<file path="config.mk">
export PLATFORM = sky130hd
export DESIGN_NAME = modul_masini
export DESIGN_NICKNAME = d
export VERILOG_FILES = /design/src/rtl/semafoare_pkg.sv /design/src/rtl/tick_gen.sv /design/src/rtl/modul_masini.sv
export SDC_FILE = /design/constraint.sdc
export NUM_CORES = 1
export LEC_CHECK = 0
export BUFFER_PORTS_ARGS = -buffer_cell sky130_fd_sc_hd__buf_2
export CAP_MARGIN = 5
export CORE_MARGIN = 1
export CORE_UTILIZATION = 40
export CTS_CLUSTER_DIAMETER = 40
export DETAILED_ROUTE_END_ITERATION = 10
export PLACE_DENSITY_LB_ADDON = 0.15
export SLEW_MARGIN = 20
export SYNTH_ARGS = -nofsm -noshare
export SYNTH_HDL_FRONTEND = slang
export SYNTH_SLANG_ARGS = --single-unit
</file>
<file path="constraint.sdc">
create_clock -name clk -period 2.7 [get_ports clk]
set_input_delay 0.54 -clock clk [delete_from_list [all_inputs] [get_ports clk]]
set_output_delay 0.54 -clock clk [all_outputs]
set_load 0.02 [all_outputs]
</file>
<file path="src/rtl/semafoare_pkg.sv">
// Shared definitions for the car-side and pedestrian-side traffic-light controllers.
// Contents: 3-bit FSM state encoding, lamp tuple type and constants, default timings,
// and a helper that maps a state to its steady lamp tuple.
package semafoare_pkg;

    // FSM state encoding (shared with the pedestrian module)
    localparam logic [2:0] StInit        = 3'd0;
    localparam logic [2:0] StRosuGalben  = 3'd1;
    localparam logic [2:0] StVerde       = 3'd2;
    localparam logic [2:0] StGalben      = 3'd3;
    localparam logic [2:0] StRosuStart   = 3'd4;
    localparam logic [2:0] StRosuAstept  = 3'd5;
    localparam logic [2:0] StIntretinere = 3'd6;

    typedef struct packed {
        logic rosu;
        logic galben;
        logic verde;
    } lampi_t;

    localparam lampi_t LampiRosu       = '{rosu: 1'b1, galben: 1'b0, verde: 1'b0};
    localparam lampi_t LampiRosuGalben = '{rosu: 1'b1, galben: 1'b1, verde: 1'b0};
    localparam lampi_t LampiVerde      = '{rosu: 1'b0, galben: 1'b0, verde: 1'b1};
    localparam lampi_t LampiGalben     = '{rosu: 1'b0, galben: 1'b1, verde: 1'b0};
    localparam lampi_t LampiStins      = '{rosu: 1'b0, galben: 1'b0, verde: 1'b0};

    // Default timings (seconds, except SecDefault which is clocks per second)
    localparam logic [23:0] SecDefault          = 24'd10000000;
    localparam int unsigned TVerdeMinDefault    = 10;
    localparam int unsigned TGalbenDefault      = 3;
    localparam int unsigned TRosuGalbenDefault  = 2;
    localparam int unsigned TTimeoutDefault     = 30;

    // Steady lamps per state; maintenance yellow blinking is layered on by the caller.
    function automatic lampi_t lampi_stare(input logic [2:0] st);
        lampi_t l;
        case (st)
            StInit:        l = LampiRosu;
            StRosuGalben:  l = LampiRosuGalben;
            StVerde:       l = LampiVerde;
            StGalben:      l = LampiGalben;
            StRosuStart:   l = LampiRosu;
            StRosuAstept:  l = LampiRosu;
            StIntretinere: l = LampiStins;
            default:       l = LampiRosu;
        endcase
        return l;
    endfunction

endpackage

</file>
<file path="src/rtl/tick_gen.sv">
// One-second tick generator.
// Free-running counter 0..SEC-1; tick_o is high while the counter is at SEC-1 and
// half_o while it is at SEC/2-1. Never realigned by the controller.
// Ports: clk_i clock, rst_ni async active-low reset, tick_o / half_o one-clock strobes.
module tick_gen
    import semafoare_pkg::*;
#(
    parameter logic [23:0] SEC = SecDefault
) (
    input  logic clk_i,
    input  logic rst_ni,
    output logic tick_o,
    output logic half_o
);

    logic [23:0] cnt_q, cnt_d;

    assign tick_o = (cnt_q == SEC - 24'd1);
    assign half_o = (cnt_q == (SEC >> 1) - 24'd1);

    always_comb begin
        cnt_d = tick_o ? 24'd0 : cnt_q + 24'd1;
    end

    always_ff @(posedge clk_i or negedge rst_ni) begin
        if (!rst_ni) begin
            cnt_q <= 24'd0;
        end else begin
            cnt_q <= cnt_d;
        end
    end

endmodule

</file>
<file path="src/rtl/modul_masini.sv">
// Vehicle-side traffic-light controller.
// Runs the car lamps, latches pedestrian requests, starts the crossing handshake with a
// one-clock Pietoni_start and holds red until Pietoni_stop. Offers blinking-yellow
// maintenance and a sticky watchdog fault if the pedestrian side never answers.
// Ports:
//   clk, reset (async active-low)
//   intretinere    maintenance request level (asynchronous)
//   buton_pietoni  pedestrian push-button (asynchronous)
//   Pietoni_stop   pedestrian side done, one-clock pulse
//   Pietoni_start  crossing request, one-clock pulse
//   Verde_masini_o / Galben_masini_o / Rosu_masini_o  car lamps (registered)
//   eroare_o       sticky watchdog fault, cleared only by reset
module modul_masini
    import semafoare_pkg::*;
#(
    parameter logic [23:0] SEC           = SecDefault,
    parameter int unsigned T_VERDE_MIN   = TVerdeMinDefault,
    parameter int unsigned T_GALBEN      = TGalbenDefault,
    parameter int unsigned T_ROSU_GALBEN = TRosuGalbenDefault,
    parameter int unsigned T_TIMEOUT     = TTimeoutDefault
) (
    input  logic clk,
    input  logic reset,
    input  logic intretinere,
    input  logic buton_pietoni,
    input  logic Pietoni_stop,
    output logic Pietoni_start,
    output logic Verde_masini_o,
    output logic Galben_masini_o,
    output logic Rosu_masini_o,
    output logic eroare_o
);

    // Timed states leave on their Nth tick, i.e. when the count of earlier ticks is N-1.
    localparam logic [7:0] VerdeMin    = 8'(T_VERDE_MIN);
    localparam logic [7:0] GalbenLast  = 8'(T_GALBEN - 1);
    localparam logic [7:0] RgLast      = 8'(T_ROSU_GALBEN - 1);
    localparam logic [7:0] TimeoutLast = 8'(T_TIMEOUT - 1);

    logic       tick, half;
    logic       intr_sync1_q, intr_sync2_q;
    logic       btn_sync1_q, btn_sync2_q, btn_prev_q;
    logic       cerere_q, cerere_d;
    logic [2:0] state_q, state_d;
    logic [7:0] sec_cnt_q, sec_cnt_d;
    logic       rosu_q, rosu_d;
    logic       galben_q, galben_d;
    logic       verde_q, verde_d;
    logic       start_q, start_d;
    logic       eroare_q, eroare_d;
    logic       timeout;
    logic       btn_rise;
    lampi_t     lampi;

    tick_gen #(
        .SEC (SEC)
    ) u_tick_gen (
        .clk_i  (clk),
        .rst_ni (reset),
        .tick_o (tick),
        .half_o (half)
    );

    assign btn_rise = btn_sync2_q & ~btn_prev_q;

    // Next state
    always_comb begin
        state_d = state_q;
        timeout = 1'b0;
        case (state_q)
            StInit: begin
                if (intr_sync2_q)  state_d = StIntretinere;
                else if (tick)     state_d = StRosuGalben;
            end
            StRosuGalben: begin
                if (intr_sync2_q)                     state_d = StIntretinere;
                else if (tick && sec_cnt_q >= RgLast) state_d = StVerde;
            end
            StVerde: begin
                if (intr_sync2_q)                            state_d = StIntretinere;
                else if (sec_cnt_q >= VerdeMin && cerere_q)  state_d = StGalben;
            end
            StGalben: begin
                if (intr_sync2_q)                         state_d = StIntretinere;
                else if (tick && sec_cnt_q >= GalbenLast) state_d = StRosuStart;
            end
            StRosuStart: begin
                state_d = StRosuAstept;
            end
            StRosuAstept: begin
                // Stop beats a coincident timeout; maintenance waits for the handshake.
                if (Pietoni_stop) begin
                    state_d = intr_sync2_q ? StIntretinere : StRosuGalben;
                end else if (tick && sec_cnt_q >= TimeoutLast) begin
                    state_d = StIntretinere;
                    timeout = 1'b1;
                end
            end
            StIntretinere: begin
                if (!intr_sync2_q && !eroare_q) state_d = StInit;
            end
            default: state_d = StInit;
        endcase
    end

    // State timer, request latch and fault
    always_comb begin
        sec_cnt_d = sec_cnt_q;
        if (state_d != state_q) begin
            sec_cnt_d = 8'd0;
        end else if (tick && sec_cnt_q != 8'hFF) begin
            sec_cnt_d = sec_cnt_q + 8'd1;
        end

        cerere_d = cerere_q;
        if (state_q == StRosuStart)   cerere_d = 1'b0;
        if (btn_rise)                 cerere_d = 1'b1;
        if (state_q == StIntretinere) cerere_d = 1'b0;

        eroare_d = eroare_q | timeout;
    end

    // Registered outputs follow the next state so they line up with state_q.
    always_comb begin
        lampi    = lampi_stare(state_d);
        rosu_d   = lampi.rosu;
        verde_d  = lampi.verde;
        galben_d = lampi.galben;
        if (state_d == StIntretinere) begin
            if (state_q != StIntretinere) galben_d = 1'b1;
            else if (tick || half)        galben_d = ~galben_q;
            else                          galben_d = galben_q;
        end
        start_d = (state_d == StRosuStart);
    end

    always_ff @(posedge clk or negedge reset) begin
        if (!reset) begin
            intr_sync1_q <= 1'b0;
            intr_sync2_q <= 1'b0;
            btn_sync1_q  <= 1'b0;
            btn_sync2_q  <= 1'b0;
            btn_prev_q   <= 1'b0;
            cerere_q     <= 1'b0;
            state_q      <= StInit;
            sec_cnt_q    <= 8'd0;
            rosu_q       <= 1'b1;
            galben_q     <= 1'b0;
            verde_q      <= 1'b0;
            start_q      <= 1'b0;
            eroare_q     <= 1'b0;
        end else begin
            intr_sync1_q <= intretinere;
            intr_sync2_q <= intr_sync1_q;
            btn_sync1_q  <= buton_pietoni;
            btn_sync2_q  <= btn_sync1_q;
            btn_prev_q   <= btn_sync2_q;
            cerere_q     <= cerere_d;
            state_q      <= state_d;
            sec_cnt_q    <= sec_cnt_d;
            rosu_q       <= rosu_d;
            galben_q     <= galben_d;
            verde_q      <= verde_d;
            start_q      <= start_d;
            eroare_q     <= eroare_d;
        end
    end

    assign Rosu_masini_o   = rosu_q;
    assign Galben_masini_o = galben_q;
    assign Verde_masini_o  = verde_q;
    assign Pietoni_start   = start_q;
    assign eroare_o        = eroare_q;

endmodule

</file>
Word-level counts from Yosys, hierarchy flattened
Index checks and enable logic that the tools add are counted.
{"block": "classes", "mux": 26, "add_sub_neg": 2, "n_eq_ne": 17, "bitwise": 4, "n_reduce_logical": 12, "magnitude_cmp": 4}
{"operator": "3-bit two-way mux", "n": 12}
{"operator": "24-bit by 1-bit adder with 24-bit output, second input constant", "n": 1}
{"operator": "24-bit by 23-bit == test with 1-bit output, second input constant", "n": 1}
{"operator": "24-bit == test, second input constant", "n": 1}
{"operator": "24-bit two-way mux", "n": 1}
{"operator": "3-bit case mux with 7 select lines", "n": 1}
{"operator": "8-bit two-way mux", "n": 2}
{"operator": "3-bit == test, second input constant", "n": 5}
{"operator": "3-bit by 2-bit == test with 1-bit output, second input constant", "n": 4}
{"operator": "3-bit case mux with 4 select lines", "n": 1}
{"operator": "1-bit two-way mux", "n": 9}
{"operator": "8-bit by 1-bit adder with 8-bit output, second input constant", "n": 1}
{"operator": "8-bit by 1-bit greater-or-equal comparator with 1-bit output, second input constant", "n": 1}
{"operator": "8-bit by 2-bit greater-or-equal comparator with 1-bit output, second input constant", "n": 1}
{"operator": "8-bit by 4-bit greater-or-equal comparator with 1-bit output, second input constant", "n": 1}
{"operator": "8-bit by 5-bit greater-or-equal comparator with 1-bit output, second input constant", "n": 1}
{"operator": "8-bit != test, second input constant", "n": 1}
{"operator": "3-bit by 1-bit == test with 1-bit output, second input constant", "n": 2}
{"operator": "1-bit logical AND", "n": 6}
{"operator": "3-bit logical NOT", "n": 1}
{"operator": "3-bit by 1-bit != test with 1-bit output, second input constant", "n": 1}
{"operator": "3-bit != test", "n": 1}
{"operator": "3-bit != test, second input constant", "n": 1}
{"operator": "3-bit nonzero test", "n": 1}
{"operator": "other kinds (6)", "n": 8}
{"block": "word_totals", "wordCells": 79, "ff_bits": 46, "output_inout_bits": 5, "input_bits": 5}

Depth between registers and ports, before layout
Gate-level depths: netlist of the first run.
{"block": "logic_depth", "ltp_word": 8, "mapped_depth": 8, "depth_no_buf": 8}

Hierarchy
A second synthesis of the first run with hierarchy kept.
{"block": "hier_totals", "cells_unflattened": 252, "area_unflattened_um2": 2497.4}
{"mod": "modul_masini", "seq_area_each_um2": 551.8, "instances": 1, "cells_per_inst": 138, "area_per_inst_um2": 1310.0}
{"mod": "tick_gen", "seq_area_each_um2": 600.6, "instances": 1, "cells_per_inst": 114, "area_per_inst_um2": 1187.4}

Least setup slack after synthesis of the first run
OpenSTA, ideal clock, no wires.
{"block": "synth_path", "path_type": "flip-flop to flip-flop", "startpoint": "register sec_cnt_q[1]", "endpoint": "register start_q (netlist: Pietoni_start)", "required_time_ps": 2620, "period_less_slack_ps": 2064, "n_path_buf": 0, "slack_ps": 636, "path_stages_with_launch": 9, "t_arrival_ps": 1984, "setup_time_ps": 80, "path_cell_list": "dfrtp_1 > inv_1 > ha_1 > or4b_4 > o31ai_2 > o22ai_1 > and3_2 > nor3_4 > nor3b_2"}
{"block": "synth_between", "elab_chain_len": 6, "word_cells_on_any_way": 18, "cone_classes": "order compare (4); eq/ne (1); mux (9); reduce/logical (4)"}
{"element": "start, declared", "line": "modul_masini.sv:45", "text": "logic [7:0] sec_cnt_q, sec_cnt_d;"}
{"element": "start signal, assigned", "line": "modul_masini.sv:160", "text": "sec_cnt_q <= sec_cnt_d;"}
{"element": "8-bit by 5-bit greater-or-equal comparator with 1-bit output, or another cell as far along", "line": "modul_masini.sv:94", "text": "end else if (tick && sec_cnt_q >= TimeoutLast) begin"}
{"element": "1-bit logical AND (on tied branches)"}
{"element": "3-bit two-way mux (on tied branches) (2 in series)"}
{"element": "3-bit case mux with 7 select lines *", "line": "modul_masini.sv:70", "text": "case (state_q)"}
{"element": "3-bit == test *", "line": "modul_masini.sv:134", "text": "start_d = (state_d == StRosuStart);"}
{"element": "net start_d", "line": "modul_masini.sv:49", "text": "logic start_q, start_d;"}
{"element": "end signal, assigned", "line": "modul_masini.sv:164", "text": "start_q <= start_d;"}
{"element": "end, declared", "line": "modul_masini.sv:49"}
The timed path passes the listed nets; every way through them passes the cells marked *.
A chain may end at the register's enable or synchronous reset.

Worst setup path after layout of the first run
{"block": "layout_path", "startpoint": "register u_tick_gen.cnt_q[7]", "endpoint": "register sec_cnt_q[5]"}
{"block": "layout_between", "elab_chain_len": 7, "word_cells_on_any_way": 17, "cone_classes": "eq/ne (2); mux (10); reduce/logical (5)"}
{"element": "start, declared", "line": "tick_gen.sv:16", "text": "logic [23:0] cnt_q, cnt_d;"}
{"element": "start signal, assigned", "line": "tick_gen.sv:29", "text": "cnt_q <= cnt_d;"}
{"element": "24-bit == test *", "line": "tick_gen.sv:18", "text": "assign tick_o = (cnt_q == SEC - 24'd1);"}
{"element": "1-bit logical AND (on tied branches)", "line": "modul_masini.sv:94, modul_masini.sv:77, modul_masini.sv:85"}
{"element": "3-bit two-way mux (on tied branches)", "line": "modul_masini.sv:94, modul_masini.sv:77, modul_masini.sv:85"}
{"element": "3-bit two-way mux (on tied branches)", "line": "modul_masini.sv:92, modul_masini.sv:76, modul_masini.sv:84"}
{"element": "3-bit case mux with 7 select lines", "line": "modul_masini.sv:70"}
{"element": "3-bit != test", "line": "modul_masini.sv:109", "text": "if (state_d != state_q) begin"}
{"element": "8-bit two-way mux / 2-bit nonzero test (equally long branches)"}
Every way passes the cells marked *; elsewhere a longest branch is shown, timed or not.

==> impl_metrics.csv, run 1 <==
group,metric,value,unit
final_layout,insertedDiodeCount,0,
timing,final-setup-viol-count,0,
timing,rsz0062_at_grt,"no",
synth,syn_area,0.00263,mm2
synth,syn_inst,266,
timing,hold_viol,0,
power_and_ir_drop,pwr-share-comb,0.269,
run,drv_cap,0,
clock_tree,cts_buffer_depth,2,
drt,post_drt_via_cell_ratio,5.42,
final_layout,largest_register_ffs,24,
clock_tree,root_buffer,"clkbuf_8",
final_layout,top_regs,"u_tick_gen.cnt_q x24, sec_cnt_q x8, state_q x3",
power_and_ir_drop,p_int,1.26,mW
final_layout,nets,280,
final_layout,final_layout_size_suffix_gt1_frac,0.148,
power_and_ir_drop,switchingPower,635,uW
clock_tree,clkLatencyLatePin,300,ps
timing,relSlewSlack,0.610,
global_routing,antenna_found_initial,0,
drt,num_vias,1880,
setup_path,r2r-start,"u_tick_gen.cnt_q[7]",
synth,synth_edf_count,0,
timing,finalCritPeriodShare,0.883,
setup_path,crit_type,"reg -> reg",
run_status,outcome,"complete, no violations",
timing,setup_tns,0,ps
final_layout,seq_area,0.00115,mm2
final_layout,final_common_cell,"dfrtp_1",
setup_path,worst_ep_required_time,2860,ps
clock_tree,cts_tree,"built",
timing,skew,10.4,ps
setup_path,reg2reg_to,"sec_cnt_q[5]",
placement,io_buffers,9,
synth,syn_avg_cell_area,9.90,um2
global_routing,grt_max_degree,27,
floorplanning,start_util,0.415,
final_layout,final_core_util,0.444,
power_and_ir_drop,total_power,1.90,mW
synth,synth_flop_cell,"dfrtp_1",
timing,fmax,420,MHz
clock_tree,cts_buffers,5,
synth,async_flop_share,1.00,
final_layout,n_fill_cell,621,
global_routing,grt_pass1_vias,1862,
floorplanning,rows,29,
drt,drc,0,
floorplanning,top_level_ports,10,
synth,yosys_warnings,0,
synth,yosysUniqueCellTypes,68,
setup_path,end_kind,"flip-flop",
clock_tree,post-cts-setup-buffers,0,
synth,synth_nets,276,
final_layout,area_growth,7.13,%
setup_path,cp.arrival,2550,ps
clock_tree,post_cts_resized,0,
setup_path,crit_fanout,23,
power_and_ir_drop,power.density,673,mW/mm2
synth,ys_seq_area_frac,0.438,
power_and_ir_drop,swShare,0.334,
drt,wl_per_cell,14.8,um
drt,drt_first_pass_iters,4,
final_layout,final_cells,347,
setup_path,critPathLaunchType,"flip-flop",
global_routing,track_usage,0.161,
global_routing,grt-ovfl-total,0,
min_path,hp-class,"in -> async",
final_layout,largest_register,"u_tick_gen.cnt_q",
setup_path,r2r.worst_path.cells,6,
power_and_ir_drop,cellLeakagePower,1.18,nW
clock_tree,hold_buffers,0,
placement,dp_cells,340,
power_and_ir_drop,pwr-share-clk,0.273,
timing,period_needed,2380,ps
drt,wl,5140,um
placement,hpwl,3680,um
drt,drtAntennaViolNets,0,
final_layout,final_cell_mix,"45 x dfrtp_1, 25 x nor2_1, 22 x nand2_1, 17 x xnor2_1, 15 x nor3_1",
clock_tree,cts.clk_slew.worst_paths,90,ps
drt,drtIter0Drc,116,
floorplanning,die_h,83.1,um
final_layout,multi_input_area,0.00137,mm2
floorplanning,fp.dieW,83.1,um
floorplanning,core_area,0.00635,mm2
timing,whs,237,ps
synth,synth-seq-cells,46,
timing,slew_viol_final,0,
clock_tree,h-tree-depth,2,
power_and_ir_drop,ir_drop,0.000557,V
power_and_ir_drop,power_frac_seq,0.457,
setup_path,rrSetupSlack,320,ps
placement,gp_congestion,0.793,
clock_tree,cts_sinks,46,
timing,worst-slew-pin-transition,585,ps
global_routing,grt_pass1_wl,9040,um
floorplanning,dieArea,0.00691,mm2
-- power by group through the flow --
| stage | logic [mW] | registers [mW] | clock network [mW] |
|---|---|---|---|
| 2_1_floorplan | 0.445 | 0.827 | 0 |
| 3_3_place_gp | 0.513 | 0.881 | 0 |
| 3_5_place_dp | 0.518 | 0.878 | 0 |
| 4_1_cts | 0.518 | 0.867 | 0.540 |
| 5_1_grt | 0.575 | 0.885 | 0.563 |
| 6_report | 0.511 | 0.868 | 0.519 |
-- Yosys cell counts (all sizes together), types with 3 or more instances --
cell type | count | area, um2
inv | 8 | 30.0
and2 | 4 | 27.5
ha | 5 | 62.6
nor2 | 25 | 93.8
xor2 | 9 | 78.8
o21ai | 8 | 43.8
or4b | 3 | 33.8
nand4 | 9 | 62.6
and3 | 4 | 26.3
and4 | 4 | 36.3
xnor2 | 17 | 149
clkbuf | 6 | 22.5
nor3 | 17 | 101
nand2 | 22 | 82.6
dfrtp | 45 | 1130
or3 | 3 | 18.8
o311a | 3 | 31.3
a21oi | 7 | 35.0
buf | 8 | 58.8
nand2b | 9 | 56.3
nand3 | 10 | 50.1
nor4 | 3 | 33.8
-- per-stage QoR --
stage / setup WS, ps / cell area (um2)
after floorplan: 636 / 2630
after global placement: 384 / 2710
after detailed placement: 286 / 2710
after CTS: 278 / 2820
after global routing: 90.3 / 2820
final: 317 / 2820
-- critical path, cell delays in order, from the launching register on --
cell and delay [ps]:
dfrtp_1 440, or4_4 570, nor4_4 220, and2_4 390, a31oi_1 150, o22ai_2 360, nor3_1 100
-- routing by layer --
metal,up-vias,track usage,share of wire
li1,952,-,-
met1,898,0.231,0.53
met2,24,0.247,0.43
met3,6,0.0328,0.026
met4,0,0.0470,0.010
met5,-,0,0
-- cell type report --
class                           instances  share of cell area
Sequential cell                        46               0.408
Clock buffer                            6              0.0293
Clock inverter                          1              0.0106
Inverter                                8              0.0106
Multi-Input combinational cell        198               0.486
Timing Repair Buffer                   11              0.0213
Tap cell                               77              0.0341
-- cell families after synthesis --
family,synth area share
mux,0.00380
compound gates,0.125
flops,0.438
buf+inv,0.0423
simple gates,0.281
xor+xnor,0.0865
fa+ha+maj,0.0238
-- worst max path at each step --
stage,depth (start not counted),startpoint,end
finish,6,u_tick_gen.cnt_q[7],sec_cnt_q[5]
global route,7,u_tick_gen.cnt_q[0],sec_cnt_q[1]
CTS,6,u_tick_gen.cnt_q[7],sec_cnt_q[5]
detailed placement,6,u_tick_gen.cnt_q[7],sec_cnt_q[5]
global placement,6,u_tick_gen.cnt_q[13],Pietoni_start
floorplan,8,sec_cnt_q[1],Pietoni_start
Power figures use the tool's default switching activity.
==> inputs of run 2 (changes only) <==
- CORE_UTILIZATION: 40 -> 50
==> impl_metrics.csv, run 2 (synthesis gave the netlist of run 1 again) <==
group,metric,value,unit
min_path,hp-class,"in -> async",
timing,fin_ws,327,ps
setup_path,worst_ep_required_time,2870,ps
global_routing,track_usage,0.202,
drt,post_drt_via_cell_ratio,5.72,
power_and_ir_drop,cellLeakagePower,1.17,nW
clock_tree,hold_buffers,0,
timing,finalCritPeriodShare,0.879,
clock_tree,root_buffer,"clkbuf_8",
power_and_ir_drop,power.density,654,mW/mm2
clock_tree,post_cts_resized,0,
global_routing,antenna_found_initial,0,
clock_tree,cts_sinks,46,
final_layout,nets,279,
floorplanning,core_area,0.00507,mm2
placement,place_ws,352,ps
global_routing,grt_pass1_wl,8560,um
clock_tree,post-cts-setup-buffers,0,
floorplanning,dieArea,0.00556,mm2
timing,setup_tns,0,ps
setup_path,critPathLaunchType,"flip-flop",
clock_tree,clkLatencyLatePin,300,ps
global_routing,grt-ovfl-total,0,
timing,period_needed,2370,ps
timing,fmax,421,MHz
setup_path,crit_fanout,23,
placement,gp_congestion,0.810,
final_layout,final_cells,340,
timing,whs,138,ps
final_layout,final_layout_size_suffix_gt1_frac,0.144,
run_status,outcome,"complete, no violations",
final_layout,final_cell_mix,"45 x dfrtp_1, 25 x nor2_1, 22 x nand2_1, 17 x xnor2_1, 15 x nor3_1",
floorplanning,fp.dieW,74.6,um
timing,relSlewSlack,0.631,
placement,io_buffers,9,
timing,worst-slew-pin-transition,553,ps
final_layout,insertedDiodeCount,0,
timing,final-setup-viol-count,0,
placement,hpwl,3480,um
floorplanning,rows,26,
floorplanning,start_util,0.519,
clock_tree,cts_buffer_depth,2,
clock_tree,cts.clk_slew.worst_paths,80,ps
power_and_ir_drop,ir_drop,0.000297,V
final_layout,largest_register_ffs,24,
setup_path,r2r.worst_path.cells,6,
final_layout,final_common_cell,"dfrtp_1",
timing,hold_viol,0,
clock_tree,cts_buffers,5,
final_layout,largest_register,"u_tick_gen.cnt_q",
final_layout,top_regs,"u_tick_gen.cnt_q x24, sec_cnt_q x8, state_q x3",
floorplanning,die_h,74.6,um
drt,drc,0,
clock_tree,cts_tree,"built",
global_routing,grt_max_degree,32,
setup_path,reg2reg_to,"sec_cnt_q[7]",
setup_path,r2r-start,"u_tick_gen.cnt_q[7]",
drt,drtAntennaViolNets,0,
drt,num_vias,1944,
setup_path,rrSetupSlack,330,ps
drt,wl,4900,um
drt,drtIter0Drc,140,
clock_tree,h-tree-depth,2,
setup_path,crit_type,"reg -> reg",
drt,wl_per_cell,14.4,um
placement,dp_cells,332,
timing,slew_viol_final,0,
setup_path,end_kind,"flip-flop",
floorplanning,top_level_ports,10,
setup_path,cp.arrival,2550,ps
timing,skew,3.96,ps
final_layout,area_growth,5.70,%
global_routing,grt_pass1_vias,1799,
final_layout,final_core_util,0.549,
timing,rsz0062_at_grt,"no",
run,drv_cap,0,
drt,drt_first_pass_iters,4,
## run 2: changes by cell type in the layout (fill, tap and decap cells not counted)
cell | before | now
buf_4 | 2 | 1
bufinv_16 | 1 | 0
clkbuf_1 | 0 | 1
clkinv_2 | 0 | 1
## run 2: worst max-delay path by stage
stage / from / to / slack [ps] / depth (start not counted)
2_1_floorplan: sec_cnt_q[1] / Pietoni_start / 640 / 8
3_3_place_gp: u_tick_gen.cnt_q[13] / Pietoni_start / 410 / 6
3_5_place_dp: u_tick_gen.cnt_q[0] / sec_cnt_q[2] / 350 / 7
4_1_cts: u_tick_gen.cnt_q[7] / sec_cnt_q[2] / 340 / 6
5_1_grt: u_tick_gen.cnt_q[0] / sec_cnt_q[5] / 130 / 7
6_report: u_tick_gen.cnt_q[7] / sec_cnt_q[7] / 330 / 6
## run 2: report_power, final
part	leakage, nW	internal, mW	switching, mW	total, mW
logic	0.518	0.212	0.305	0.518
registers	0.601	0.754	0.112	0.866
clock network	0.0482	0.207	0.229	0.436
## run 2: per-stage QoR
step | area [um2] | power (mW)
after floorplan | 2630 | 1.27
after global placement | 2690 | 1.39
after detailed placement | 2690 | 1.39
after CTS | 2780 | 1.84
after global routing | 2780 | 1.94
final | 2780 | 1.82
## run 2: worst max-delay path, cell delays in order (launching register included)
cell and delay [ps]:
dfrtp_1 430, or4_4 560, nor4_4 240, and2_4 380, a31oi_1 140, o22ai_2 400, nor3_1 100
## run 2: area by class of cell
| cell class | count | area (um2) |
|---|---|---|
| fill | 470 | 2290 |
| multi-input combinational | 198 | 1370 |
| sequential | 46 | 1150 |
| tap | 70 | 87.6 |
| clock buffer | 7 | 86.3 |
| timing repair buffer | 10 | 52.6 |
| inverter | 8 | 30.0 |
| clock inverter | 1 | 5.00 |
## run 2: metal layers
layer,global-route usage,part of all wire
met5,0,0
met4,0.0713,0.014
met3,0.0407,0.030
met2,0.291,0.44
met1,0.301,0.52
==> inputs of run 3 (changes only) <==
--- a/config.mk
+++ b/config.mk
@@ -13,2 +13,4 @@
 export DETAILED_ROUTE_END_ITERATION = 10
+export GPL_TIMING_DRIVEN = 0
+export HOLD_SLACK_MARGIN = 0.15
 export PLACE_DENSITY_LB_ADDON = 0.15
==> constraint.sdc (replaced) <==
create_clock -name clk -period 2.7 [get_ports clk]
set_input_delay 0.405 -clock clk [delete_from_list [all_inputs] [get_ports clk]]
set_output_delay 0.405 -clock clk [all_outputs]
set_load 0.02 [all_outputs]
==> impl_metrics.csv, run 3 (synthesis gave the netlist of run 1 again) <==
group,metric,value,unit
run_status,outcome,"complete, no violations",
drt,drtIter0Drc,157,
global_routing,grt_max_degree,47,
setup_path,r2r.worst_path.cells,7,
power_and_ir_drop,total_power,1.85,mW
timing,skew,9.74,ps
global_routing,grt_pass1_wl,8420,um
timing,setup_tns,0,ps
clock_tree,cts_buffers,5,
drt,drc,0,
setup_path,worst_ep_required_time,2870,ps
floorplanning,rows,26,
clock_tree,h-tree-depth,2,
floorplanning,core_area,0.00507,mm2
floorplanning,fp.dieW,74.6,um
clock_tree,hold_buffers,0,
setup_path,crit_end,"sec_cnt_q[2]",
final_layout,top_regs,"u_tick_gen.cnt_q x24, sec_cnt_q x8, state_q x3",
placement,hpwl,3490,um
drt,drt_first_pass_iters,4,
clock_tree,post-cts-setup-buffers,0,
min_path,hp-class,"in -> async",
power_and_ir_drop,power.density,646,mW/mm2
clock_tree,cts_sinks,46,
floorplanning,start_util,0.519,
drt,post_drt_via_cell_ratio,5.50,
timing,period_needed,2370,ps
setup_path,reg2reg_to,"sec_cnt_q[2]",
drt,dr_wl_met2,2240,um
timing,worst-slew-pin-transition,571,ps
global_routing,grt-ovfl-total,0,
setup_path,cp.arrival,2540,ps
timing,slew_viol_final,0,
drt,wl_met1,2520,um
global_routing,track_usage,0.200,
global_routing,grt_pass1_vias,1809,
drt,top_layer,"met4",
timing,relSlewSlack,0.619,
setup_path,end_kind,"flip-flop",
power_and_ir_drop,cellLeakagePower,1.21,nW
setup_path,crit_type,"reg -> reg",
setup_path,rrSetupSlack,330,ps
setup_path,crit_fanout,10,
setup_path,critPathLaunchType,"flip-flop",
clock_tree,cts_tree,"built",
final_layout,insertedDiodeCount,0,
final_layout,largest_register,"u_tick_gen.cnt_q",
clock_tree,root_buffer,"clkbuf_8",
timing,rsz0062_at_grt,"no",
timing,fmax,421,MHz
timing,final-setup-viol-count,0,
timing,hold_viol,0,
clock_tree,clkLatencyLatePin,300,ps
global_routing,antenna_found_initial,0,
final_layout,area_growth,8.60,%
placement,io_buffers,9,
clock_tree,cts_buffer_depth,2,
setup_path,critPathLaunch,"u_tick_gen.cnt_q[17]",
drt,wl_per_cell,14.1,um
drt,num_vias,1943,
floorplanning,dieArea,0.00556,mm2
final_layout,final_layout_size_suffix_gt1_frac,0.163,
clock_tree,post_cts_resized,0,
drt,drtAntennaViolNets,0,
setup_path,r2r-start,"u_tick_gen.cnt_q[17]",
placement,gp_congestion,0.813,
floorplanning,top_level_ports,10,
final_layout,largest_register_ffs,24,
run,drv_cap,0,
final_layout,nets,292,
final_layout,final_common_cell,"dfrtp_1",
final_layout,final_cell_mix,"45 x dfrtp_1, 25 x nor2_1, 22 x nand2_1, 17 x xnor2_1, 15 x nor3_1",
drt,wl_met3,148,um
power_and_ir_drop,ir_drop,0.000369,V
floorplanning,die_h,74.6,um
drt,wl,4970,um
clock_tree,cts.clk_slew.worst_paths,90,ps
timing,finalCritPeriodShare,0.879,
run 3: cell types whose count changed in the layout (fill, tap and decap cells not counted):
cell      before  now
clkbuf_1       1    7
buf_4          1    2
buf_2          9   13
buf_8          0    1
buf_6          0    1
run 3: worst min path at each step:
stage / slack (ps) / to
floorplan: 110 / Galben_masini_o
global placement: 330 / intr_sync2_q
detailed placement: 340 / intr_sync2_q
CTS: 200 / intr_sync1_q
global route: 150 / intr_sync1_q
finish: 100 / u_tick_gen.cnt_q[23]
run 3: cell type report:
| type | count | area [um2] |
|---|---|---|
| Tap cell | 70 | 87.6 |
| Clock inverter | 1 | 5.00 |
| Timing Repair Buffer | 9 | 47.5 |
| Inverter | 8 | 30.0 |
| Buffer | 14 | 81.3 |
| Multi-Input combinational cell | 198 | 1370 |
| Sequential cell | 46 | 1150 |
| Clock buffer | 7 | 86.3 |
| Fill cell | 449 | 2210 |
run 3: power breakdown:
part	internal, mW	switching [mW]	leakage [nW]
sequential	0.755	0.0329	0.601
combinational	0.233	0.393	0.564
clock	0.207	0.228	0.0482
total	1.19	0.654	1.21
run 3: through the flow:
| step | std cells | instance area (um2) | worst slack, ps | hold slack, ps | util |
|---|---|---|---|---|---|
| final | 353 | 2860 | 326 | 99.7 | 0.564 |
| after global placement | 345 | 2770 | 368 | 332 | 0.545 |
| after detailed placement | 345 | 2770 | 337 | 336 | 0.545 |
| after CTS | 353 | 2860 | 321 | 200 | 0.563 |
| after global routing | 353 | 2860 | 142 | 152 | 0.564 |
| after floorplan | 266 | 2630 | 636 | 109 | - |
run 3: worst max-delay path: stages, from the launching register on:
cell	delay, ps
dfrtp_1	480
or4_4	520
nor4_4	250
and2_4	260
buf_8	150
a31oi_1	100
o22ai_2	380
nor3_1	100
run 3: routing by layer:
metal / vias to the layer above / track usage
met4: 0 / 0.0734
li1: 976 / -
met3: 7 / 0.0285
met5: - / 0
met1: 927 / 0.284
met2: 33 / 0.308
